<file path="src/rtl/gcd_pkg.sv">
// gcd_pkg: shared types and core-protocol constants for the GCD requester.
package gcd_pkg;

    typedef enum logic [2:0] {IDLE, SEND_A, SEND_B, WAIT, OUT} gcd_req_state_t;

    // The core loads A in the start cycle and B this many cycles later.
    localparam int CORE_B_LAG = 1;

endpackage

</file>
<file path="src/rtl/gcd_wait_timer.sv">
// gcd_wait_timer: counts WAIT cycles and flags when the done deadline is reached.
module gcd_wait_timer #(
    parameter int TIMEOUT = 1024
) (
    input  logic clk,
    input  logic rst,
    input  logic clr,
    input  logic en,
    output logic expired
);

    localparam int W = $clog2(TIMEOUT + 1);

    logic [W-1:0] cnt;

    always_ff @(posedge clk) begin
        if (rst || clr) cnt <= '0;
        else if (en && !expired) cnt <= cnt + 1'b1;
    end

    assign expired = cnt == W'(TIMEOUT - 1);

endmodule

</file>
<file path="src/rtl/gcd_requester.sv">
// gcd_requester: feeds operand pairs to the subtraction GCD core and returns results,
// short-circuiting zero operands and bounding the wait for done.
module gcd_requester
    import gcd_pkg::*;
#(
    parameter int WIDTH   = 16,
    parameter int TIMEOUT = 1024
) (
    input  logic             clk,
    input  logic             rst,
    input  logic             in_valid,
    output logic             in_ready,
    input  logic [WIDTH-1:0] in_a,
    input  logic [WIDTH-1:0] in_b,
    output logic             out_valid,
    input  logic             out_ready,
    output logic [WIDTH-1:0] out_gcd,
    output logic             out_err,
    output logic             core_start,
    output logic [WIDTH-1:0] core_data,
    input  logic             core_done,
    input  logic [WIDTH-1:0] core_result
);

    gcd_req_state_t state, state_nxt;
    logic [WIDTH-1:0] a_q, b_q;
    logic accept, expired;

    assign accept = in_valid && state == IDLE;

    gcd_wait_timer #(.TIMEOUT(TIMEOUT)) u_timer (
        .clk(clk),
        .rst(rst),
        .clr(state != WAIT),
        .en(state == WAIT),
        .expired(expired)
    );

    always_ff @(posedge clk) begin
        if (rst) state <= IDLE;
        else state <= state_nxt;
    end

    always_comb begin
        state_nxt = state;
        case (state)
            IDLE:    state_nxt = !in_valid ? IDLE : (in_a != '0 && in_b != '0) ? SEND_A : OUT;
            SEND_A:  state_nxt = SEND_B;
            SEND_B:  state_nxt = WAIT;
            WAIT:    state_nxt = (core_done || expired) ? OUT : WAIT;
            OUT:     state_nxt = out_ready ? IDLE : OUT;
            default: state_nxt = IDLE;
        endcase
    end

    always_comb begin
        in_ready   = state == IDLE;
        out_valid  = state == OUT;
        core_start = state == SEND_A;
        core_data  = state == SEND_A ? a_q : state == SEND_B ? b_q : '0;
    end

    // Done is only honoured in WAIT, so a level left high by the previous run is harmless.
    always_ff @(posedge clk) begin
        if (rst) begin
            a_q     <= '0;
            b_q     <= '0;
            out_gcd <= '0;
            out_err <= 1'b0;
        end else if (accept) begin
            a_q     <= in_a;
            b_q     <= in_b;
            out_gcd <= in_a | in_b;
            out_err <= in_a == '0 && in_b == '0;
        end else if (state == WAIT && core_done) begin
            out_gcd <= core_result;
            out_err <= 1'b0;
        end else if (state == WAIT && expired) begin
            out_gcd <= '0;
            out_err <= 1'b1;
        end
    end

endmodule

</file>
<file path="config.mk">
export PLATFORM = sky130hd
export DESIGN_NAME = gcd_requester
export DESIGN_NICKNAME = d
export VERILOG_FILES = /design/src/rtl/gcd_pkg.sv /design/src/rtl/gcd_wait_timer.sv /design/src/rtl/gcd_requester.sv
export SDC_FILE = /design/constraint.sdc
export NUM_CORES = 1
export LEC_CHECK = 0
export BUFFER_PORTS_ARGS = -buffer_cell sky130_fd_sc_hd__buf_2
export CAP_MARGIN = 20
export CORE_MARGIN = 2
export CORE_UTILIZATION = 30
export CTS_BUF_LIST = sky130_fd_sc_hd__clkbuf_8 sky130_fd_sc_hd__clkbuf_16
export CTS_CLUSTER_SIZE = 14
export DETAILED_ROUTE_END_ITERATION = 8
export SLEW_MARGIN = 10
export SYNTH_ARGS = -nofsm -noshare
export SYNTH_HDL_FRONTEND = slang
export SYNTH_HIERARCHICAL = 1
export SYNTH_SLANG_ARGS = --single-unit
</file>
<file path="constraint.sdc">
create_clock -name clk -period 4.9 [get_ports clk]
set_input_delay 0.245 -clock clk [delete_from_list [all_inputs] [get_ports clk]]
set_output_delay 0.245 -clock clk [all_outputs]
set_load 0.01 [all_outputs]
</file>
-- After elaboration in Yosys (flattened, before gate mapping)
Index checks and enable logic that the tools add are counted.
- register bits after elaboration: 63
- input bits: 53
- output and inout port bits: 36
- word-level logic and storage cells: 42
- $add $sub $neg: 1
- eq/ne operators: 6
- multiplexer cells: 13
- bitwise operators: 1
- reductions and logical operators: 15
- operators by type and width (kind ; count):
    16-bit 2-to-1 mux ; 5
    16-bit logical NOT ; 2
    16-bit nonzero test ; 2
    16-bit bitwise OR ; 1
    3-bit case mux with 5 select lines ; 1
    3-bit 2-to-1 mux ; 4
    11-bit by 1-bit adder with 11-bit output (second input constant) ; 1
    11-bit by 10-bit equality test with 1-bit output (second input constant) ; 1
    3-bit by 2-bit equality test with 1-bit output (second input constant) ; 2
    1-bit logical AND ; 6
    3-bit by 1-bit equality test with 1-bit output (second input constant) ; 1
    3-bit equality test (second input constant) ; 1
    3-bit logical NOT ; 1
    1-bit 2-to-1 mux ; 3
    3-bit by 2-bit inequality test with 1-bit output (second input constant) ; 1
    3-bit nonzero test ; 1
    1-bit logical OR ; 2
    1-bit logical NOT ; 1

-- Logic depth before layout (Yosys ltp)
Gate-level depths: netlist (run 1).
- depth after elaboration: 5
- mapped depth: 9

-- Hierarchy
Netlist (run 1), hierarchy kept.
- modules (own cells, without submodules) (module ; times used ; cells each ; area each (µm²)):
    gcd_requester ; 1 ; 290 ; 2267.2
    gcd_wait_timer ; 1 ; 62 ; 539.3

-- Worst setup path before layout (run 1)
No wires, ideal clock.
- kind: flip-flop to flip-flop
- start: register u_timer.cnt[0]
- end: register out_gcd[5]
- arrival: 1892 ps
- setup slack: 2933 ps
- cell stages (with the launch flop): 10
- buffers on the path: 1
- cell sequence: dfxtp_1 -> ha_1 -> and3b_1 -> and2_1 -> and3_2 -> o211ai_1 -> a21o_1 -> buf_2 -> nand2_1 -> a31oi_1
- cells in the longest elaborated chain, start to end: 3
- ends and longest elaborated chain (element ; line ; text):
    from (decl) ; gcd_wait_timer.sv:14 ; logic [W-1:0] cnt;
    from (signal assigned) ; gcd_wait_timer.sv:18 ; else if (en && !expired) cnt <= cnt + 1'b1;
    11-bit by 10-bit equality test with 1-bit output ; gcd_wait_timer.sv:21 ; assign expired = cnt == W'(TIMEOUT - 1);
    named net expired ; gcd_requester.sv:27 ; logic accept, expired;
    1-bit logical AND ; gcd_requester.sv:78 ; end else if (state == WAIT && expired) begin
    3-bit nonzero test (no source line) ; n/a ;
    to (signal assigned) ; gcd_requester.sv:73 ; out_gcd <= in_a | in_b;
    to (signal assigned) ; gcd_requester.sv:76 ; out_gcd <= core_result;
    to (decl) ; gcd_requester.sv:17 ; output logic [WIDTH-1:0] out_gcd,
The timed path passes the listed nets, and every way through them passes these cells.
A chain may end at the register's enable or synchronous reset.

-- Worst setup path in the final report (run 1)
- start: register u_timer.cnt[0]
- end: register out_err
- cells in the longest elaborated chain, start to end: 3
- ends and longest elaborated chain (element ; line ; text):
    11-bit by 10-bit equality test with 1-bit output ; gcd_wait_timer.sv:21 ;
    named net expired ; gcd_requester.sv:27 ;
    1-bit logical AND ; gcd_requester.sv:78 ;
    3-bit nonzero test (no source line) ; n/a ;
    to (signal assigned) ; gcd_requester.sv:74 ; out_err <= in_a == '0 && in_b == '0;
    to (signal assigned) ; gcd_requester.sv:77 ; out_err <= 1'b0;
    to (signal assigned) ; gcd_requester.sv:80 ; out_err <= 1'b1;
    to (decl) ; gcd_requester.sv:18 ; output logic out_err,
The timed path passes the listed nets, and every way through them passes these cells.

==> results of run 1 <==
==> cells in the mapped netlist (4+ instances only) <==
library cell | instances | area share, %
buf_6 | 4 | 1.6
nor2_1 | 9 | 1.2
a31oi_1 | 21 | 4.7
o21ai_0 | 20 | 3.6
inv_1 | 4 | 0.53
nand3_1 | 5 | 0.89
a22o_1 | 16 | 5.0
buf_2 | 10 | 1.8
nand2_1 | 103 | 14
nor4_1 | 8 | 1.8
dfxtp_1 | 63 | 45
clkbuf_1 | 6 | 0.80
a21oi_1 | 38 | 6.8
==> cells by family after synthesis <==
kind of cell | after synthesis | share of synthesized area (%)
AOI/OAI and AO/OA | 106 | 23.1
xor gates and xnor gates | 2 | 0.624
adders and majority gates | 1 | 0.446
buffers and inverters | 27 | 5.30
DFF | 63 | 44.9
and+or+nand+nor | 153 | 25.6
==> tightest hold or removal path, cell delays in order <==
cell	delay (ns)
buf_2	0.10
nand2_1	0.04
a31oi_1	0.06
==> sequential cells by signal, indices dropped and copies added (netlist names) <==
register	count
out_gcd	16
b_q	16
state	3
out_err	1
a_q	16
u_timer/cnt	11
==> metrics by stage <==
stage	util (%)	cell area, sq um	setup slack (ns)	hold WS (ns)	std cells
after floorplan	-	2810	2.93	0.381	352
after global placement	35.7	3270	2.64	0.442	530
after detailed placement	35.7	3270	2.60	0.448	530
after CTS	38.0	3480	2.60	0.136	544
after global routing	38.2	3490	2.46	0.153	545
final	38.2	3490	2.58	0.150	545
==> per-layer routing <==
layer / global-route usage, % / wire length [microns]
met1: 24.1 / 3950
met3: 5.06 / 798
met5: 0 / 0
met4: 10.1 / 276
met2: 23.9 / 3660
==> path summary, 6_finish.rpt <==
check | from | endpoint | depth (start not counted) | slack (ns)
max | u_timer/cnt[0]$_SDFFE_PP0P_ | out_err$_SDFFE_PP0P_ | 8 | 2.58
max reg2reg | u_timer/cnt[0]$_SDFFE_PP0P_ | out_err$_SDFFE_PP0P_ | 8 | 2.58
min | core_result[10] | out_gcd[10]$_SDFFE_PP0P_ | 3 | 0.15
min reg2reg | b_q[15]$_SDFFE_PP0P_ | b_q[15]$_SDFFE_PP0P_ | 2 | 0.45
==> cells in the final DEF, fill, tap and decap left out, types with 2 or more instances in the layout <==
cell type,n
nand2_1,103
a22o_1,16
o21ai_1,2
clkbuf_8,10
a21oi_1,38
nand3_1,5
bufinv_16,2
buf_4,2
nor2b_1,3
or2_2,2
and3_2,3
nor3_1,2
nor2_1,9
dfxtp_1,63
buf_2,88
and3_1,3
a21o_1,2
a31oi_1,21
inv_1,5
nand4_1,2
o21ai_0,20
nor4_1,8
==> layout make-up <==
type,instances,area [sq um],area share [%]
clock buffer,10,138,3.94
clock inverter,4,72.6,2.08
inverter,4,15.0,0.430
multi-input combinational,262,1400,40.0
sequential,63,1260,36.1
tap,111,139,3.98
timing repair buffer,91,470,13.5
==> power groups by stage <==
stage / clock, mW / combinational (mW) / sequential [mW]
after floorplan: 0 / 0.129 / 0.589
after global placement: 0 / 0.208 / 0.585
after detailed placement: 0 / 0.210 / 0.586
after CTS: 0.502 / 0.211 / 0.574
after global routing: 0.522 / 0.238 / 0.579
final: 0.493 / 0.215 / 0.575
==> qor.csv, run 1 <==
metric,value,unit
"Clk pin slew, worst setup/hold paths",0.07,ns
Die H,101,microns
CP max-delay cell,a21o_1,
max incr delay on CP,0.48,ns
Via density,5.29,
"Max FO, Critical Path",17,
number of enable flip-flop cells after synthesis,0,
RSZ-0062 raised after global routing,false,
Critical Path Sink Type,flop,
hold crit path type,in2reg,
overall power,1.28,mW
ANT cells,0,
crit path DAT,2.51,ns
Die Wd,101,microns
"flops & latches, synth",63,
hpwl dp,6190,microns
yosys warns,6,
Setup Buffers After CTS,0,
total iterations of the first detailed-routing run,5,
row cnt,35,
post-synthesis sequential area ratio,44.9,%
Worst Path Required,5.09,ns
Lkg Pwr,1.47,nW
clock buffer depth,2,
Clk pwr share,38.4,%
Pint,927,uW
Fin Clk Skew,0.0141,ns
Synth Flop Type,dfxtp_1,
Setup Viol. Count Final,0,
Top delay family on crit path,simple AND/OR/NAND/NOR gates,
Fin. Hold Viols,0,
ratio of cells with drive above 1 in the final layout,27.4,%
achievable frequency,430,MHz
TritonCTS buffer count,9,
Switch Pwr,356,uW
Mapped Area,2810,sq um
largest net degree at the start of global routing,53,
clock latency at the later pin of the worst-skew pair,0.35,ns
Period minus WS final,2.32,ns
H-tree levels,3,
WL/cell,15.9,microns
CTS tree,done,
core area,9150,sq um
GRT Total Usage,17.4,%
Sw Ratio,27.7,%
asr flop ratio synth,0,%
area grow syn2layout,24.4,%
Max Slew Vio Count,0,
Synthesized Nets,406,
sequential power share,44.8,%
CTS Sinks,63,
Syn Area/Cell,7.97,sq um
nature of the critical path startpoint,flop,
Starting Density,30.7,%
total die area,10100,sq um
Synth cell types,47,
CP Buf/Inv Count,0,
initial antenna violation count,1,
GR Overflow Total,0,
DRT Wirelength,8690,microns
Resize count post-CTS,0,
Setup CP Type,reg2reg,
fin crit share,47.4,%
fillers,941,
drt drc,0,
first-pass GRT wire length,13700,microns
CTS Root Cell,clkbuf_8,
VDD IR max,0.139,mV
combinational share of power,16.8,%
I/O pin count,89,
port bufs,88,
ANT nets after route,0,
Worst-Margin Slew,1.00,ns
Syn Inst Count,352,
vias in the first global route,2725,
setup TNS,0,ns
crit path cell chain,ha_1 > and3b_1 > and2_1 > and3_2 > o211ai_1 > a21o_1 > nor2b_1 > nor4b_2,
maxcap violations,0,
CTS Hold Bufs,0,
Via Count,2884,
P per Cell Area,367,nW/um^2
Starting DRT DRC Count,241,
outcome,"finished, final reports clean",
RD Place Congestion,0.877,
NumNets Final,485,
slew margin rel.,33.4,%
(Power assumes the default switching activity.)
==> run 2, diff against run 1 <==
ABC_AREA = 1   (was not set)
clock period = 2 ns   (was 4.9 ns; I/O delays follow)
==> run 2 against run 1 <==
  * Non-clock buffer count grew 10
  * Via count grew 11%
  * Cell count grew 22%
  * Utilization grew 1.2 points
  * Die area grew 8.4%
  * Worst hold slack lost 0.10 ns
  * Synthesized cell count grew 24%
  * Sequential cell count is the same
  * Largest power group unchanged
==> qor.csv, run 2 <==
metric,value,unit,change
port bufs,88,,unchanged
DRT Wirelength,9500,microns,+9.4%
setup TNS,0,ns,unchanged
H-tree levels,3,,unchanged
most frequent cells in the layout,"nand2_1 (104), nor2_1 (88), buf_2 (88), dfxtp_1 (63), a21oi_1 (42)",,
Fin. Hold Viols,0,,unchanged
crit path DAT,1.77,ns,-0.74 ns
"Max FO, Critical Path",17,,unchanged
clock latency at the later pin of the worst-skew pair,0.34,ns,about the same
ratio of cells with drive above 1 in the final layout,25.3,%,-2.1 points
fillers,1078,,+15%
"Clk pin slew, worst setup/hold paths",0.07,ns,about the same
post-synth top area share,41.3,%,-3.6 points
GRT Total Usage,17.7,%,+0.31 points
GR Overflow Total,0,,unchanged
Area contributors post-synth,"dfxtp_1 (41%), nand2_1 (13%), nor2_1 (11%)",,
first-pass GRT wire length,15300,microns,+11%
total die area,11000,sq um,+8.4%
hpwl dp,7070,microns,+14%
TritonCTS buffer count,9,,unchanged
Mapped Area,3050,sq um,+8.8%
VDD IR max,0.362,mV,+160%
Clk pwr share,37.5,%,-0.9 points
crit path cell chain,inv_2 > buf_4 > nor3_4 > buf_4 > a32o_1 > buf_2,,
post-synthesis sequential area ratio,41.3,%,-3.6 points
CTS Sinks,63,,unchanged
nature of the critical path startpoint,flop,,
clock buffer depth,2,,unchanged
core area,9820,sq um,+7.3%
leading post-synthesis cells by instance count,"nand2_1 (104), nor2_1 (88), dfxtp_1 (63), a21oi_1 (42), nand3_1 (39)",,
CP max-delay cell,dfxtp_1,,
Period minus WS final,1.87,ns,
Syn Area/Cell,6.99,sq um,-12%
final hold slack,0.0484,ns,-0.101 ns
Reg2Reg Launch Point,state[1]$_SDFF_PP0_,,
NumNets Final,582,,+20%
combinational share of power,19.7,%,+2.9 points
Hold EP,a_q[10]$_SDFFE_PP0P_,,
min setup slack post-route,0.126,ns,-2.45 ns
cell taking the most area after synthesis,dfxtp_1,,
Max Slew Vio Count,0,,unchanged
ANT nets after route,0,,unchanged
sequential power share,42.8,%,-2.0 points
vias in the first global route,3034,,+11%
RSZ-0062 raised after global routing,false,,
WL/cell,14.3,microns,-10%
maxcap violations,0,,unchanged
Switch Pwr,950,uW,+170%
fin crit share,93.7,%,
Synth cell types,30,,-36%
"Top cell by count, worst path",buf_4,,
most frequent cell after synthesis,nand2_1,,
Resize count post-CTS,1,,+1
dpl ws,0.310,ns,-2.29 ns
Via density,4.79,,-9.5%
outcome,"finished, final reports clean",,
"flops & latches, synth",63,,unchanged
drt drc,0,,unchanged
Fin Clk Skew,0.00779,ns,-0.00633 ns
yosys warns,6,,unchanged
largest net degree at the start of global routing,22,,-58%
Most Crowded Layer GR,met2,,
CTS Hold Bufs,0,,unchanged
number of enable flip-flop cells after synthesis,0,,unchanged
Syn Inst Count,437,,+24%
Die Wd,105,microns,+4.1%
I/O pin count,89,,unchanged
Worst Path Required,1.90,ns,-3.19 ns
Starting Density,31.1,%,+0.43 points
CTS tree,done,,
Pint,2.35,mW,+150%
R2R depth,9,,+1
Starting DRT DRC Count,191,,-21%
P per Cell Area,854,nW/um^2,+130%
R2R Setup Slk,0.26,ns,-2.32 ns
biggest regs,"a_q: 16 flops, b_q: 16 flops, out_gcd: 16 flops",,
"commonest non-fill, non-tap cell in the layout",nand2_1,,
Critical Path Sink Type,output port,,
hold crit path type,in2reg,,
area grow syn2layout,26.7,%,
Die H,105,microns,+4.1%
M2 GR Usage,29.5,%,+5.6 points
Setup Viol. Count Final,0,,unchanged
Sw Ratio,28.8,%,+1.0 points
row cnt,36,,+2.9%
total iterations of the first detailed-routing run,4,,-1
asr flop ratio synth,0,%,unchanged
met3 usage,6.80,%,+1.7 points
Via Count,3188,,+11%
CTS Root Cell,clkbuf_8,,
max incr delay on CP,0.38,ns,-0.10 ns
Synth Flop Type,dfxtp_1,,
achievable frequency,534,MHz,
ANT cells,0,,unchanged
initial antenna violation count,0,,-1
Setup CP Type,reg2out,,
Synthesized Nets,491,,+21%
Lkg Pwr,1.76,nW,+20%
Hold Path Cell Cnt,3,,unchanged
M1 GR Usage,21.5,%,-2.6 points
RD Place Congestion,0.855,,-2.5%
hold path start,in_a[10],,
r2r endpoint,u_timer/cnt[9]$_SDFFE_PP0P_,,
Worst-Margin Slew,0.338,ns,-0.661 ns
slew margin rel.,77.4,%,+44 points
Setup Buffers After CTS,0,,unchanged
==> run 2: cell types whose count changed in the layout (fill, tap and decap cells not counted), moves of 4 or more <==
cell	before	now
a21oi_1	38	42
a22o_1	16	0
a31oi_1	21	0
a32o_1	0	16
buf_4	2	12
inv_1	5	37
nand2_2	0	4
nand3_1	5	39
nor2_1	9	88
nor2_2	0	4
nor4_1	8	0
o21ai_0	20	2
==> run 2: power groups by stage <==
stage               Clock (mW)  Combinational, mW  Sequential (mW)
detailed placement           0              0.653             1.44
finish                    1.24              0.652             1.41
floorplan                    0              0.383             1.45
CTS                       1.26              0.656             1.41
global placement             0              0.644             1.44
global route              1.33              0.727             1.42
==> run 2: kinds of logic after synthesis <==
logic type | share of synthesized area (%)
and+or+nand+nor | 36.1
adders and majority gates | 0.410
AOI/OAI and AO/OA | 13.1
buffers and inverters | 9.02
DFF | 41.3
==> run 2: final cells by class <==
cell class                 count  area, sq um  share of cell area, %
multi-input combinational    314         1520                   39.2
sequential                    63         1260                   32.6
timing repair buffer         101          551                   14.2
tap                          133          166                   4.30
clock buffer                  11          151                   3.91
inverter                      39          150                   3.88
clock inverter                 5         72.6                   1.88
==> run 2: layer usage <==
| layer | part of all wire [%] | vias to the layer above | wire length (microns) |
|---|---|---|---|
| li1 | - | 1599 | - |
| met3 | 7.3 | 11 | 698 |
| met1 | 44 | 1464 | 4180 |
| met4 | 1.1 | 0 | 100 |
| met5 | 0 | - | 0 |
| met2 | 48 | 114 | 4520 |
==> run 2: how the worst max path moves through the flow <==
| stage | startpoint | to | slack, ns | cells after the start |
|---|---|---|---|---|
| after global routing | state[0]$_SDFF_PP0_ | core_data[0] | 0.01 | 6 |
| after CTS | state[0]$_SDFF_PP0_ | core_data[0] | 0.09 | 6 |
| after global placement | state[1]$_SDFF_PP0_ | u_timer/cnt[9]$_SDFFE_PP0P_ | 0.36 | 9 |
| final | state[0]$_SDFF_PP0_ | core_data[0] | 0.13 | 6 |
| after detailed placement | state[1]$_SDFF_PP0_ | u_timer/cnt[9]$_SDFFE_PP0P_ | 0.31 | 9 |
| after floorplan | u_timer/cnt[0]$_SDFFE_PP0P_ | out_err$_SDFFE_PP0P_ | 0.27 | 12 |
==> run 2: critical path, delay by kind of cell (launching register included) <==
kind	cells	cell delay [ns]
buf+inv	4	0.69
flops	1	0.38
compound gates	1	0.18
simple gates	1	0.15
==> run 2: through the flow <==
| step | power, mW | instances | area [sq um] | util [%] |
|---|---|---|---|---|
| 2_1_floorplan | 1.83 | 437 | 3050 | - |
| 3_3_place_gp | 2.08 | 650 | 3640 | 37.1 |
| 3_5_place_dp | 2.09 | 650 | 3640 | 37.1 |
| 4_1_cts | 3.33 | 666 | 3870 | 39.4 |
| 5_1_grt | 3.48 | 666 | 3870 | 39.4 |
| 6_report | 3.30 | 666 | 3870 | 39.4 |
==> run 3, diff against run 2 <==
MAX_ROUTING_LAYER = met4   (was not set)
==> run 3 against run 2 <==
  * Sequential cell count did not move
  * First-iteration DRC count rose by 14%
  * Cell area unchanged
  * Critical path depth is the same
  * Via count is essentially flat
  * Sequential share of layout area is the same
  * Combinational power about the same
  * Utilization unchanged
  * Fmax rose by 0.39%
  * Clock power is essentially flat
  * Clock skew about the same
  * Critical path type unchanged
  * Critical endpoint unchanged
==> qor.csv, run 3 (same netlist as run 2, synthesis figures left out) <==
metric,value,unit,change
outcome,"finished, final reports clean",,
most frequent cells in the layout,"nand2_1 (104), nor2_1 (88), buf_2 (88), dfxtp_1 (63), a21oi_1 (42)",,
Starting DRT DRC Count,218,,+14%
NumNets Final,582,,unchanged
CTS Sinks,63,,unchanged
area grow syn2layout,26.7,%,unchanged
"commonest non-fill, non-tap cell in the layout",nand2_1,,
Die H,105,microns,unchanged
fin crit share,93.3,%,-0.37 points
setup TNS,0,ns,unchanged
placed insts,650,,unchanged
"Clk pin slew, worst setup/hold paths",0.07,ns,about the same
Starting Density,31.1,%,unchanged
maxcap violations,0,,unchanged
overall power,3.30,mW,about the same
Die Wd,105,microns,unchanged
ANT cells,0,,unchanged
TritonCTS buffer count,9,,unchanged
RD Place Congestion,0.869,,+1.6%
drt drc,0,,unchanged
slew margin rel.,77.6,%,+0.18 points
Setup Buffers After CTS,0,,unchanged
hpwl dp,7070,microns,unchanged
first-pass GRT wire length,15300,microns,unchanged
Finished Layout Cells,666,,unchanged
fillers,1078,,unchanged
clock buffer depth,2,,unchanged
Via Count,3185,,-0.094%
crit path DAT,1.77,ns,about the same
row cnt,36,,unchanged
port bufs,88,,unchanged
Via density,4.78,,about the same
Fin. Hold Viols,0,,unchanged
total die area,11000,sq um,unchanged
achievable frequency,536,MHz,+0.39%
Resize count post-CTS,1,,unchanged
hold path start,in_a[10],,
VDD IR max,0.363,mV,+0.13%
Setup CP Type,reg2out,,
initial antenna violation count,0,,unchanged
total iterations of the first detailed-routing run,4,,unchanged
Critical Path Sink Type,output port,,
"Max FO, Critical Path",17,,unchanged
H-tree levels,3,,unchanged
I/O pin count,89,,unchanged
largest net degree at the start of global routing,22,,unchanged
Period minus WS final,1.87,ns,-0.00733 ns
biggest regs,"a_q: 16 flops, b_q: 16 flops, out_gcd: 16 flops",,
Fin Clk Skew,0.00760,ns,-0.000192 ns
ANT nets after route,0,,unchanged
DRT Wirelength,9490,microns,-0.12%
GR Overflow Total,0,,unchanged
clock latency at the later pin of the worst-skew pair,0.35,ns,about the same
P per Cell Area,854,nW/um^2,about the same
hold crit path type,in2reg,,
CTS Hold Bufs,0,,unchanged
RSZ-0062 raised after global routing,false,,
Max Slew Vio Count,0,,unchanged
Lkg Pwr,1.76,nW,unchanged
GRT Total Usage,18.2,%,+0.46 points
WL/cell,14.3,microns,-0.12%
CP startpoint,state[0]$_SDFF_PP0_,,
CTS tree,done,,
vias in the first global route,3034,,unchanged
CTS Root Cell,clkbuf_8,,
core area,9820,sq um,unchanged
Reg2Reg Launch Point,state[1]$_SDFF_PP0_,,
nature of the critical path startpoint,flop,,
Worst-Margin Slew,0.336,ns,-0.00277 ns
Worst Path Required,1.90,ns,about the same
Setup Viol. Count Final,0,,unchanged
ratio of cells with drive above 1 in the final layout,25.3,%,unchanged
==> run 3: cell counts in the layout (fill, tap and decap cells not counted) <==
No cell type changed its count.
==> run 3: per-stage QoR <==
| stage | area, sq um | hold slack, ns | util (%) | worst slack, ns |
|---|---|---|---|---|
| finish | 3870 | 0.0449 | 39.4 | 0.134 |
| global route | 3870 | 0.0353 | 39.4 | 0.0143 |
| CTS | 3870 | 0.0327 | 39.4 | 0.0917 |
| detailed placement | 3640 | 0.402 | 37.1 | 0.310 |
| global placement | 3640 | 0.399 | 37.1 | 0.358 |
| floorplan | 3050 | 0.268 | - | 0.269 |
==> run 3: per-layer routing <==
metal | track usage [%] | wire, microns | up-vias
li1 | - | - | 1597
met1 | 21.6 | 4250 | 1466
met2 | 29.5 | 4500 | 110
met3 | 6.36 | 606 | 12
met4 | 4.76 | 136 | 0
met5 | - | 0 | -
==> run 3: final timing paths <==
| path | end | slack, ns | cells after the start |
|---|---|---|---|
| hold reg to reg | b_q[9]$_SDFFE_PP0P_ | 0.46 | 2 |
| setup reg to reg | u_timer/cnt[9]$_SDFFE_PP0P_ | 0.26 | 9 |
| setup / recovery | core_data[0] | 0.13 | 6 |
| hold / removal | a_q[10]$_SDFFE_PP0P_ | 0.04 | 3 |
==> run 3: power breakdown <==
part	total [mW]	internal [mW]	switching, mW
sequential	1.41	1.36	0.0557
clock	1.24	0.759	0.480
combinational	0.652	0.238	0.414
==> run 3: cell type report <==
cell class	count	area, sq um	area share, %
inverters	39	150	3.88
flip-flops and latches	63	1260	32.6
repair buffers	101	551	14.2
multi-input cells	314	1520	39.2
clock buffers	11	151	3.91
well taps	133	166	4.30
clock inverters	5	72.6	1.88
==> run 3: worst max-delay path, stage by stage (launching register included) <==
cell and delay, ns:
dfxtp_1 0.38, inv_2 0.08, buf_4 0.22, nor3_4 0.15, buf_4 0.24, a32o_1 0.18, buf_2 0.15
